**src/rtl/axi_sequencer_pkg.sv**
```systemverilog
// Shared encodings for the AXI read/write sequencers (master and slave ends).
// Each sequencer steps through address, system-side and data phases in turn.
package axi_sequencer_pkg;

    localparam int STATE_BITS = 2;

    typedef enum logic [STATE_BITS-1:0] {
        DO_ADDR = 2'd0,
        DO_SYS  = 2'd1,
        DO_DATA = 2'd2
    } seq_state_t;

endpackage

```
**src/rtl/axi_beat_counter.sv**
```systemverilog
// Down-counter of burst beats remaining after the current beat.
// It saturates at zero so an all-ones ARLEN never wraps.
module axi_beat_counter #(
    parameter int LEN_WIDTH = 8
) (
    input  logic                 clock,
    input  logic                 clear,
    input  logic                 load,
    input  logic [LEN_WIDTH-1:0] load_value,
    input  logic                 decrement,
    output logic [LEN_WIDTH-1:0] count,
    output logic                 is_zero
);

    logic [LEN_WIDTH-1:0] count_q = '0;

    always_ff @(posedge clock) begin
        if (clear) begin
            count_q <= '0;
        end else if (load) begin
            count_q <= load_value;
        end else if (decrement && (count_q != '0)) begin
            count_q <= count_q - LEN_WIDTH'(1);
        end
    end

    assign count   = count_q;
    assign is_zero = (count_q == '0);

endmodule

```
**src/rtl/slave_axi_read_sequencer.sv**
```systemverilog
// Slave-side AXI read sequencer: accepts one AR, then alternates a system
// fetch and an R beat per burst beat until the final beat is handed over.
module slave_axi_read_sequencer
    import axi_sequencer_pkg::*;
#(
    parameter int LEN_WIDTH = 8
) (
    input  logic                 clock,
    input  logic                 clear,
    output logic                 ar_control_enable,
    input  logic                 ar_control_done,
    input  logic [LEN_WIDTH-1:0] ar_len,
    output logic                 sys_read_enable,
    input  logic                 sys_read_done,
    output logic                 r_control_enable,
    input  logic                 r_control_done,
    output logic                 r_last,
    output logic                 busy
);

    seq_state_t           state = DO_ADDR;
    seq_state_t           next_state;
    logic                 ar_done;
    logic                 sys_done;
    logic                 r_done;
    logic [LEN_WIDTH-1:0] beats_left;
    logic                 beats_zero;

    // A done only counts while its own phase is active; stray dones are dropped.
    assign ar_done  = (state == DO_ADDR) && ar_control_done;
    assign sys_done = (state == DO_SYS)  && sys_read_done;
    assign r_done   = (state == DO_DATA) && r_control_done;

    axi_beat_counter #(
        .LEN_WIDTH(LEN_WIDTH)
    ) u_beat_counter (
        .clock      (clock),
        .clear      (clear),
        .load       (ar_done),
        .load_value (ar_len),
        .decrement  (r_done && (beats_left != '0)),
        .count      (beats_left),
        .is_zero    (beats_zero)
    );

    always_ff @(posedge clock) begin
        if (clear) begin
            state <= DO_ADDR;
        end else begin
            state <= next_state;
        end
    end

    // The unused encoding falls back to DO_ADDR on the next edge.
    always_comb begin
        next_state = state;
        case (state)
            DO_ADDR: if (ar_done)  next_state = DO_SYS;
            DO_SYS:  if (sys_done) next_state = DO_DATA;
            DO_DATA: if (r_done)   next_state = beats_zero ? DO_ADDR : DO_SYS;
            default:               next_state = DO_ADDR;
        endcase
    end

    assign ar_control_enable = (state == DO_ADDR);
    assign sys_read_enable   = (state == DO_SYS);
    assign r_control_enable  = (state == DO_DATA);
    assign r_last            = (state == DO_DATA) && beats_zero;
    assign busy              = (state != DO_ADDR);

endmodule

```
**config.mk**
```make
export PLATFORM = sky130hd
export DESIGN_NAME = slave_axi_read_sequencer
export DESIGN_NICKNAME = d
export VERILOG_FILES = /design/src/rtl/axi_sequencer_pkg.sv /design/src/rtl/axi_beat_counter.sv /design/src/rtl/slave_axi_read_sequencer.sv
export SDC_FILE = /design/constraint.sdc
export NUM_CORES = 1
export LEC_CHECK = 0
export BUFFER_PORTS_ARGS = -buffer_cell sky130_fd_sc_hd__buf_2
export CAP_MARGIN = 10
export CORE_UTILIZATION = 44
export CTS_CLUSTER_DIAMETER = 50
export DETAILED_ROUTE_END_ITERATION = 6
export PLACE_DENSITY = 0.72
export RECOVER_POWER = 100
export SYNTH_ARGS = -nofsm -noshare
export SYNTH_HDL_FRONTEND = slang
export SYNTH_SLANG_ARGS = --single-unit
```
**constraint.sdc**
```tcl
create_clock -name clock -period 1.55 [get_ports clock]
set_clock_uncertainty 0.1 [all_clocks]
set_input_delay 0.3875 -clock clock [delete_from_list [all_inputs] [get_ports clock]]
set_output_delay 0.3875 -clock clock [all_outputs]
set_load 0.005 [all_outputs]
```
# Yosys cells after proc, flatten, opt, wreduce, memory -nomap -nowiden
# Index checks and enable logic that the tools add are counted.
# totals
inputBits,13
reg_bits,10
word_cells,27
out_inout_bits,5
# classes
addsub,1
n_eq_ne,5
n_reduce_logical,12
mux,7
# op_table
cell,n
8-bit 2-to-1 mux,2
8-bit zero test,1
8-bit nonzero test,1
8-bit by 1-bit subtractor with 8-bit output (second input constant),1
1-bit logical AND,6
2-bit 2-to-1 mux,3
2-bit by 1-bit != test with 1-bit output (second input constant),3
2-bit one-hot mux with 3 select lines,1
2-bit nonzero test,2
3-bit AND reduction,1
2-bit by 1-bit == test with 1-bit output (second input constant),1
2-bit == test (second input constant),1
2-bit zero test,1
1-bit 2-to-1 mux,1

# Longest topological paths before layout
# Gate-level depths: netlist (run 1).
# logic_depth
depth_word,6
ltp_mapped,6
depth_no_buf,6

# Modules after synthesis
# A second synthesis (run 1) with hierarchy kept.
# hier_totals
cells_unflattened,78
area_unflattened_um2,674.4
# modules_own_cells
module,cells_each,area_per_inst_um2,n_inst
axi_beat_counter,59,515.5,1
slave_axi_read_sequencer,19,158.9,1

# Least setup slack after synthesis (run 1)
# OpenSTA, ideal clock, no wires.
# synth_timing
path_kind,register to register
from,"register u_beat_counter.count_q[0], in the netlist u_beat_counter.count[0]"
to,"register u_beat_counter.count_q[3], in the netlist u_beat_counter.count[3]"
path_slack_ns,-0.124
n_path_buf,0
stages_incl_launch_ff,7
required_ns,1.371
setup_ns,0.079
arrival_time_ns,1.495
synth_period_minus_slack_ns,1.674
cell_sequence,dfxtp_1 inv_1 ha_1 nor4b_4 a2111oi_1 xnor2_1 a211oi_2
# synth_via
elab_chain_len,4
# synth_lines
element,line,text
start: declaration,axi_beat_counter.sv:15,logic [LEN_WIDTH-1:0] count_q = '0;
start signal: assignment,axi_beat_counter.sv:21,count_q <= load_value;
start signal: assignment,axi_beat_counter.sv:23,count_q <= count_q - LEN_WIDTH'(1);
branches (longest 4 deep; another with 8-bit by 1-bit subtractor with 8-bit output),n/a,
# Several ways; the timed one is not identified. The select of a mux whose other input is x is not followed.
# A chain may end at the register's enable or synchronous reset.

# Worst setup path in the final report (run 1)
# layout_timing
from,"register u_beat_counter.count_q[0], in the netlist u_beat_counter.count[0]"
to,output r_last
# layout_via
elab_chain_len,2
# layout_lines
element,line,text
8-bit zero test,axi_beat_counter.sv:28,assign is_zero = (count_q == '0);
1-bit logical AND,slave_axi_read_sequencer.sv:68,assign r_last = (state == DO_DATA) && beats_zero;
end: declaration,slave_axi_read_sequencer.sv:17,"output logic r_last,"
# Every way passes these cells.

==> results of run 1 <==
[layout make-up]
type	instances	area share, %
clock buffer	3	2.192
timing repair buffer	37	24.24
multi-input combinational	54	49.21
sequential	10	20.10
inverter	6	2.436
tap	15	1.827
[report_power, final]
part	total [mW]	switching, mW	internal [mW]
combinational	0.361	0.176	0.184
sequential	0.303	0.0230	0.280
clock	0.183	0.0934	0.0898
total	0.846	0.293	0.554
[final timing paths]
check                                       start                              endpoint  slack (ns)
max reg2reg  u_beat_counter.count[1]$_SDFFE_PP0P_  u_beat_counter.count[7]$_SDFFE_PP0P_       -0.21
max          u_beat_counter.count[0]$_SDFFE_PP0P_                                r_last       -0.30
min                                 sys_read_done                 state[1]$_SDFFE_PP0P_        0.27
min reg2reg  u_beat_counter.count[6]$_SDFFE_PP0P_  u_beat_counter.count[6]$_SDFFE_PP0P_        0.52
[logic make-up (layout without fill, tap and decap cells)]
logic type                 Yosys count  in the layout
buffers and inverters                9             46
and+or+nand+nor                     34             34
AOI/OAI and AO/OA                   16             16
xor gates and xnor gates             3              3
adders and majority gates            1              1
DFF                                 10             10
[metal layers]
layer / global-route usage, % / vias to the layer above
li1: - / 348
met1: 30.17 / 337
met2: 45.90 / 35
met3: 5.682 / 8
met4: 16.38 / 0
met5: 0 / -
[flip-flops by register name (all words and copies together), names as in the netlist]
register and flops:
state 2, u_beat_counter.count 8
[Yosys cell counts, drive strengths merged]
cell type	n
a211o	1
nor4	2
or2	2
nand3b	4
dfxtp	10
o211ai	1
ha	1
and3	1
inv	6
and2	2
a21oi	3
nor2	8
nor4b	1
a211oi	6
a22oi	2
or4	1
nand2	3
a31oi	1
nor2b	2
nand4b	1
a2111oi	2
or3	1
buf	1
xnor2	3
nor3	6
clkbuf	2
[metrics by stage]
stage,hold WS [ns],instances,TNS (ns),utilization [%]
5_1_grt,0.2941,125,-1.908,77.97
2_1_floorplan,0.3818,73,-0.05141,-
6_report,0.2651,125,-1.214,77.97
4_1_cts,0.2576,124,-0.7036,73.31
3_5_place_dp,0.4900,117,-0.4416,64.86
3_3_place_gp,0.4794,117,-0.3576,64.86
[worst reg2reg max path, delay by kind of cell (launching register included)]
| kind | cells | cell delay [ns] |
|---|---|---|
| fa+ha+maj | 1 | 0.15 |
| buf+inv | 2 | 0.22 |
| compound gates | 1 | 0.38 |
| simple gates | 3 | 0.46 |
| flops | 1 | 0.35 |
[placed cells by master, fill, tap and decap left out, drive strengths merged]
master | synthesis | final
nor4 | 2 | 2
and3 | 1 | 1
nand3b | 4 | 4
or4 | 1 | 1
a31oi | 1 | 1
and2 | 2 | 2
dfxtp | 10 | 10
or3 | 1 | 1
ha | 1 | 1
xnor2 | 3 | 3
a211o | 1 | 1
a21oi | 3 | 3
nor2b | 2 | 2
nand4b | 1 | 1
or2 | 2 | 2
a211oi | 6 | 6
nor3 | 6 | 6
nor4b | 1 | 1
inv | 6 | 6
nand2 | 3 | 3
nor2 | 8 | 8
buf | 1 | 37
o211ai | 1 | 1
a2111oi | 2 | 2
a22oi | 2 | 2
clkbuf | 2 | 3
[repair_timing]
action,in CTS,in global routing
pin swaps,10,8
setup buffers,4,1
resized for setup,11,11
endpoints found under the setup margin,7,12
hold endpoints to repair,0,0
==> results.toml, run 1 <==
[clock_tree]
cts_num_sinks = 10
ctsRootBufferMaster = "clkbuf_4"
cts_tree = "done"
cts_buffers = 3
h-tree-depth = 1
cts.clk_slew.worst_paths_ns = 0.07
cts_buffer_depth = 2
insertion_delay_ns = 0.27
hold_buffers = 0

[sta]
period_share_pct = 119.2
worst_slack_ns = -0.2976
max_clock_freq_mhz = 541.3
setup_violations = 9
hold_viol_final = 0
slew_violations = 0
rsz0062_at_grt = "yes"
slew_headroom_pct = 77.43
tightest_slew_ns = 0.3377
period_needed_ns = 1.848

[yosys]
synth_compound_gate_area_share_pct = 19.48
syn_area_um2 = 629.4
synth_cell_types = 30
ys_ff_latch = 10
yosysTopAreaCellShare_pct = 31.81
synth-simple-area-share_pct = 37.18
syn_inst = 73
synth_top_family_by_area = "simple AND/OR/NAND/NOR gates"
synth_mux_area_share_pct = 0
yosysWarnings = 0
synthAdderAreaFrac_pct = 1.988
postSynthNetCount = 87
synth_area_leaders = "dfxtp_1 (32%), a211oi_1 (6.0%), nor3_1 (4.8%)"
ys_seq_area_share_pct = 31.81
synth_area_leader_cell = "dfxtp_1"
syn-mean-instance-area_um2 = 8.621
synth-xor-area-share_pct = 4.175

[critical_path]
cp_slowest_cell = "dfxtp_2"
cp_num_cells = 5
crit_arrival_ns = 1.36
r2r_cells = 7
cp_max_fo = 3
cp-end-kind = "output pin"
start_kind = "flip-flop"
worstPathCellList = "inv_2 -> ha_4 -> nor4b_4 -> and3_1 -> buf_2"
cp.buffers_inverters = 2
path_class = "reg2out"
critPathTopFamily = "simple AND/OR/NAND/NOR gates"
crit_required_ns = 1.06
cpPeakStageDelay_ns = 0.33

[global_route]
grt_pass1_vias = 640
grt_first_pass_wirelength_mm = 2.691
grt_usage_pct = 27.03
gr-total-overflow = 0
grt_max_degree = 11
grt_antenna_before_repair = 0

[place]
dp_hpwl_mm = 1.177
gp_congestion = 0.8288
portBuffers = 17
pre_cts_ws_ns = -0.1330
placed_cell_area_um2 = 854.6

[floorplanning]
ioPinCount = 18
die_area_um2 = 1586
start_util_pct = 47.77
fp.coreArea_um2 = 1318
die_w_um = 39.82
fp-row-count = 13
die-height_um = 39.82

[route]
top_layer_used = "met4"
dr_total_vias = 728
route.met2.wl_mm = 1.012
avgRoutedWirePerCell_um = 15.92
vias_per_cell = 5.824
dr_wl_met3_um = 121
finalWirelength_mm = 1.990
wl_met1_um = 786
firstDrtPassIters = 4
detail-route-antenna-nets = 0
route.detailed.drc = 0
drt-initial-drc-count = 16

[outcome]
violations = "negative setup slack"
outcome = "finished with violations"

[job]
maxCapViolations = 0

[power_and_ir_drop]
p_leak_nw = 0.4367
p_total_mw = 0.8465
powerDensity_nw_per_um2 = 824.0
irDropWorstVdd_uv = 695.3

[finish]
synthToLayoutAreaGrowth_pct = 63.22
fillCellCount = 84
final_cell_area_um2 = 1027
drive_gt1_share_pct = 60.00
diodes = 0
fin_nets = 126
regArea_um2 = 206.4
multi_input_comb_area_um2 = 505.5

[min_path]
hold_depth = 3
min_path_type = "in2reg"
Note: power is estimated with default switching activity, not from simulation.
==> inputs of run 2 (changes only) <==
--- a/config.mk
+++ b/config.mk
@@ -7,11 +7,14 @@
 export LEC_CHECK = 0
 export BUFFER_PORTS_ARGS = -buffer_cell sky130_fd_sc_hd__buf_2
 export CAP_MARGIN = 10
-export CORE_UTILIZATION = 44
+export CELL_PAD_IN_SITES_DETAIL_PLACEMENT = 1
+export CELL_PAD_IN_SITES_GLOBAL_PLACEMENT = 2
+export CORE_UTILIZATION = 25
 export CTS_CLUSTER_DIAMETER = 50
 export DETAILED_ROUTE_END_ITERATION = 6
-export PLACE_DENSITY = 0.72
+export PLACE_DENSITY_LB_ADDON = 0.1
 export RECOVER_POWER = 100
+export SKIP_LAST_GASP = 1
 export SYNTH_ARGS = -nofsm -noshare
 export SYNTH_HDL_FRONTEND = slang
 export SYNTH_SLANG_ARGS = --single-unit
==> run 2 against run 1 <==
  * The flow still finishes with violations (negative setup slack)
  * Cell count up 13%
  * Via count fell by 5.1%
  * Non-clock buffer count up 3
  * Combinational power down 5%
  * Critical path depth fell by 2
==> results.toml, run 2 (same netlist as run 1, synthesis figures left out) <==
[clock_tree]
ctsRootBufferMaster = "clkbuf_4"
cts_buffers = 3
cts_tree = "done"
h-tree-depth = 1
cts_buffer_depth = 2
cts_num_sinks = 10
hold_buffers = 0
cts.clk_slew.worst_paths_ns = 0.07
insertion_delay_ns = 0.27

[sta]
tightest_slew_ns = 0.3299
worst_slack_ns = -0.2040
rsz0062_at_grt = "yes"
hold_viol_final = 0
setup_violations = 8
period_needed_ns = 1.754
tns_ns = -1.003
max_clock_freq_mhz = 570.1
slew_headroom_pct = 77.88
period_share_pct = 113.2
slew_violations = 0

[finish]
drive_gt1_share_pct = 56.64
layout_common_cells = "buf_4 (20), buf_2 (16), nor2_1 (8)"
fillCellCount = 288
fin_nets = 129
final_common_cell = "buf_4"
synthToLayoutAreaGrowth_pct = 63.42
diodes = 0
largest_reg_flops = 8
layoutNonFillerInstCount = 141
final_cell_area_um2 = 1028

[floorplanning]
die_area_um2 = 2722
fp.coreArea_um2 = 2297
die_w_um = 52.18
start_util_pct = 27.40
fp-row-count = 17
ioPinCount = 18
die-height_um = 52.18

[critical_path]
cp-end-kind = "output pin"
cp_max_fo = 4
r2r_setup_slack_ns = -0.16
crit_arrival_ns = 1.27
critPathTopFamily = "simple AND/OR/NAND/NOR gates"
worstPathCellList = "nor3_2 -> and3_1 -> buf_2"
cpPeakStageDelay_ns = 0.35
cp.buffers_inverters = 1
cp_slowest_cell = "dfxtp_1"
path_class = "reg2out"
start_kind = "flip-flop"
crit_required_ns = 1.06

[power_and_ir_drop]
powerDensity_nw_per_um2 = 814.8
p_leak_nw = 0.4508
irDropWorstVdd_uv = 517.7

[route]
avgRoutedWirePerCell_um = 13.90
route.detailed.drc = 0
finalWirelength_mm = 1.960
dr_total_vias = 691
vias_per_cell = 4.901
detail-route-antenna-nets = 0
drt-initial-drc-count = 6
firstDrtPassIters = 4

[outcome]
violations = "negative setup slack"
outcome = "finished with violations"

[global_route]
grt_usage_pct = 17.26
grt_max_degree = 12
grt_antenna_before_repair = 0
gr-total-overflow = 0
grt_first_pass_wirelength_mm = 3.243
grt_pass1_vias = 686

[job]
maxCapViolations = 0

[place]
dp_hpwl_mm = 1.463
gp_congestion = 0.6984
dp_cells = 131
placed_cell_area_um2 = 878.3
portBuffers = 17

[min_path]
min_path_type = "in2reg"
## run 2: stage by stage
step                setup WS, ns  total power, mW  hold WS, ns  utilization (%)
global placement         -0.1136           0.5700       0.4866            38.24
global route             -0.2901           0.8985       0.2723            44.77
finish                   -0.2040           0.8380       0.2720            44.77
floorplan               -0.03523           0.4486       0.3818                -
CTS                      -0.2198           0.8302       0.2650            43.03
detailed placement       -0.1476           0.5753       0.5013            38.24
## run 2: cell type report
| cell class | count | area [um2] | area share (%) |
|---|---|---|---|
| clock buffer | 3 | 22.52 | 2.190 |
| timing repair buffer | 40 | 275.3 | 26.76 |
| tap | 28 | 35.03 | 3.406 |
| multi-input combinational | 54 | 465.4 | 45.26 |
| sequential | 10 | 207.7 | 20.19 |
| inverter | 6 | 22.52 | 2.190 |
## run 2: metal layers
metal / vias up / global-route usage (%) / wire length, um
met2: 12 / 27.14 / 942
met1: 327 / 22.54 / 924
met5: - / 0 / 0
met3: 4 / 2.609 / 52
li1: 348 / - / -
met4: 0 / 9.211 / 40
## run 2: repair_timing
action	in CTS	in global routing
gates resized for setup	11	5
pin swaps	9	4
buffers inserted	5	3
setup endpoints to repair	11	12
## run 2: power breakdown
part / internal (mW) / total, mW / switching, mW
clock: 0.0898 / 0.188 / 0.0983
sequential: 0.280 / 0.306 / 0.0263
combinational: 0.190 / 0.344 / 0.154
total: 0.560 / 0.838 / 0.278
## run 2: path summary, 6_finish.rpt
kind,startpoint,to,depth (start not counted)
hold / removal,ar_len[6],u_beat_counter.count[6]$_SDFFE_PP0P_,3
hold reg to reg,u_beat_counter.count[6]$_SDFFE_PP0P_,u_beat_counter.count[6]$_SDFFE_PP0P_,2
setup / recovery,u_beat_counter.count[2]$_SDFFE_PP0P_,r_last,3
setup reg to reg,u_beat_counter.count[1]$_SDFFE_PP0P_,u_beat_counter.count[7]$_SDFFE_PP0P_,7
## run 2: worst min-delay path, cell delays in order
cell and delay (ns):
buf_2 0.10, nand2_1 0.04, a31oi_1 0.06
==> inputs of run 3 (changes only) <==
--- a/config.mk
+++ b/config.mk
@@ -9,7 +9,7 @@
 export CAP_MARGIN = 10
 export CELL_PAD_IN_SITES_DETAIL_PLACEMENT = 1
 export CELL_PAD_IN_SITES_GLOBAL_PLACEMENT = 2
-export CORE_UTILIZATION = 25
+export CORE_UTILIZATION = 28
 export CTS_CLUSTER_DIAMETER = 50
 export DETAILED_ROUTE_END_ITERATION = 6
 export PLACE_DENSITY_LB_ADDON = 0.1
==> constraint.sdc (replaced) <==
create_clock -name clock -period 1.7 [get_ports clock]
set_clock_uncertainty 0.1 [all_clocks]
set_input_delay 0.425 -clock clock [delete_from_list [all_inputs] [get_ports clock]]
set_output_delay 0.425 -clock clock [all_outputs]
set_load 0.005 [all_outputs]
==> run 3 against run 2 <==
  * The flow still finishes with violations (negative setup slack)
  * Die area down 10%
  * Combinational power shrank 17%
  * Total power fell by 11%
  * Sequential power fell by 8.5%
  * Global-route usage up 0.31 points
  * Critical path depth increased by 2
  * Via count is 2.3% lower
  * Largest cell class unchanged
  * Largest power group unchanged
==> results.toml, run 3 (same netlist as run 1, synthesis figures left out) <==
[place]
portBuffers = 17
gp_congestion = 0.7752
pre_cts_ws_ns = -0.06522
dp_hpwl_mm = 1.435

[finish]
final_util_pct = 47.67
fillCellCount = 255
synthToLayoutAreaGrowth_pct = 54.67
layout_common_cells = "buf_2 (17), buf_4 (17), nor2_1 (8), dfxtp_1 (8), nor3_1 (5)"
diodes = 0
fin_nets = 124
drive_gt1_share_pct = 52.78
largest_reg_flops = 8

[clock_tree]
h-tree-depth = 1
ctsRootBufferMaster = "clkbuf_4"
cts.clk_slew.worst_paths_ns = 0.08
cts_tree = "done"
cts_num_sinks = 10
insertion_delay_ns = 0.27
cts_buffer_depth = 2
hold_buffers = 0
cts_buffers = 3

[sta]
slew_headroom_pct = 78.78
tns_ns = -0.2697
slew_violations = 0
period_share_pct = 109.2
hold_viol_final = 0
rsz0062_at_grt = "yes"
tightest_slew_ns = 0.3176
worst_slack_ns = -0.1558
max_clock_freq_mhz = 538.8
period_needed_ns = 1.856
setup_violations = 2

[floorplanning]
fp-row-count = 16
die_w_um = 49.41
die-height_um = 49.41
start_util_pct = 30.82
fp.coreArea_um2 = 2042
ioPinCount = 18
die_area_um2 = 2441

[critical_path]
cpPeakStageDelay_ns = 0.33
r2r_setup_slack_ns = -0.11
cp_slowest_cell = "dfxtp_2"
cp-end-kind = "output pin"
cp_max_fo = 2
r2r_cells = 5
critPathTopFamily = "simple AND/OR/NAND/NOR gates"
crit_arrival_ns = 1.33
cp_num_cells = 5
r2r_start = "u_beat_counter.count[0]$_SDFFE_PP0P_"
path_class = "reg2out"
cp.buffers_inverters = 2
start_kind = "flip-flop"
crit_required_ns = 1.17
worstPathCellList = "inv_2 -> ha_4 -> nor4b_4 -> and3_1 -> buf_2"
r2r_end = "u_beat_counter.count[7]$_SDFFE_PP0P_"

[global_route]
grt_usage_pct = 17.57
grt_antenna_before_repair = 0
grt_max_degree = 11
grt_first_pass_wirelength_mm = 3.118
grt_pass1_vias = 694
gr-total-overflow = 0

[route]
detail-route-antenna-nets = 0
firstDrtPassIters = 3
drt-initial-drc-count = 9
finalWirelength_mm = 2.068
avgRoutedWirePerCell_um = 15.32
route.detailed.drc = 0
dr_total_vias = 675
vias_per_cell = 5.000

[min_path]
holdPathEnd = "u_beat_counter.count[1]$_SDFFE_PP0P_"
min_path_type = "in2reg"
worstHoldStart = "ar_len[1]"
hold_depth = 3

[outcome]
outcome = "finished with violations"
violations = "negative setup slack"

[power_and_ir_drop]
irDropWorstVdd_uv = 411.9
p_total_mw = 0.7420
p_leak_nw = 0.4137
powerDensity_nw_per_um2 = 762.3

[job]
maxCapViolations = 0
==> run 3: cell type report <==
type / count / area (um2) / share of cell area (%)
flip-flops and latches: 10 / 202.7 / 20.82
inverters: 6 / 22.52 / 2.314
well taps: 27 / 33.78 / 3.470
multi-input cells: 54 / 467.9 / 48.07
repair buffers: 35 / 224.0 / 23.01
clock buffers: 3 / 22.52 / 2.314
==> run 3: how the worst max path moves through the flow <==
stage / start / to / slack, ns
2_1_floorplan: u_beat_counter.count[0]$_SDFFE_PP0P_ / u_beat_counter.count[3]$_SDFFE_PP0P_ / 0.03
3_3_place_gp: u_beat_counter.count[0]$_SDFFE_PP0P_ / u_beat_counter.count[3]$_SDFFE_PP0P_ / 0.01
3_5_place_dp: u_beat_counter.count[0]$_SDFFE_PP0P_ / u_beat_counter.count[3]$_SDFFE_PP0P_ / -0.07
4_1_cts: u_beat_counter.count[1]$_SDFFE_PP0P_ / r_last / -0.15
5_1_grt: u_beat_counter.count[0]$_SDFFE_PP0P_ / r_last / -0.18
6_report: u_beat_counter.count[0]$_SDFFE_PP0P_ / r_last / -0.16
==> run 3: routing by layer <==
metal  up-vias  global-route usage, %  wire length [um]
met5         -                      0                 0
met4         0                  8.571                32
met3         4                  3.115                58
met2        14                  32.65              1156
met1       320                  18.83               821
li1        337                      -                 -
==> run 3: timing repair <==
| item | 4_1_cts | 5_1_grt |
|---|---|---|
| pin swaps | 2 | 9 |
| setup buffers | 5 | 2 |
| gates resized for setup | 7 | 10 |
| setup endpoints to repair | 5 | 9 |
==> run 3: worst register-to-register path: stages, from the launching register on <==
cell,delay [ns]
dfxtp_2,0.33
buf_4,0.13
or4_4,0.55
nor4_4,0.18
nor3_1,0.09
a2111oi_1,0.32
==> run 3: report_power, final <==
| group | internal, mW | total [mW] | leakage [nW] | switching, mW |
|---|---|---|---|---|
| Combinational | 0.146 | 0.287 | 0.317 | 0.141 |
| Sequential | 0.256 | 0.280 | 0.0833 | 0.0248 |
| Clock | 0.0819 | 0.175 | 0.0138 | 0.0926 |
| Total | 0.484 | 0.742 | 0.414 | 0.258 |
==> run 3: stage by stage <==
stage | instance area (um2) | instances | hold WS (ns)
floorplan | 629.4 | 73 | 0.3818
global placement | 827.0 | 126 | 0.4014
detailed placement | 827.0 | 126 | 0.4218
CTS | 907.1 | 134 | 0.2858
global route | 973.4 | 135 | 0.2954
finish | 973.4 | 135 | 0.2818
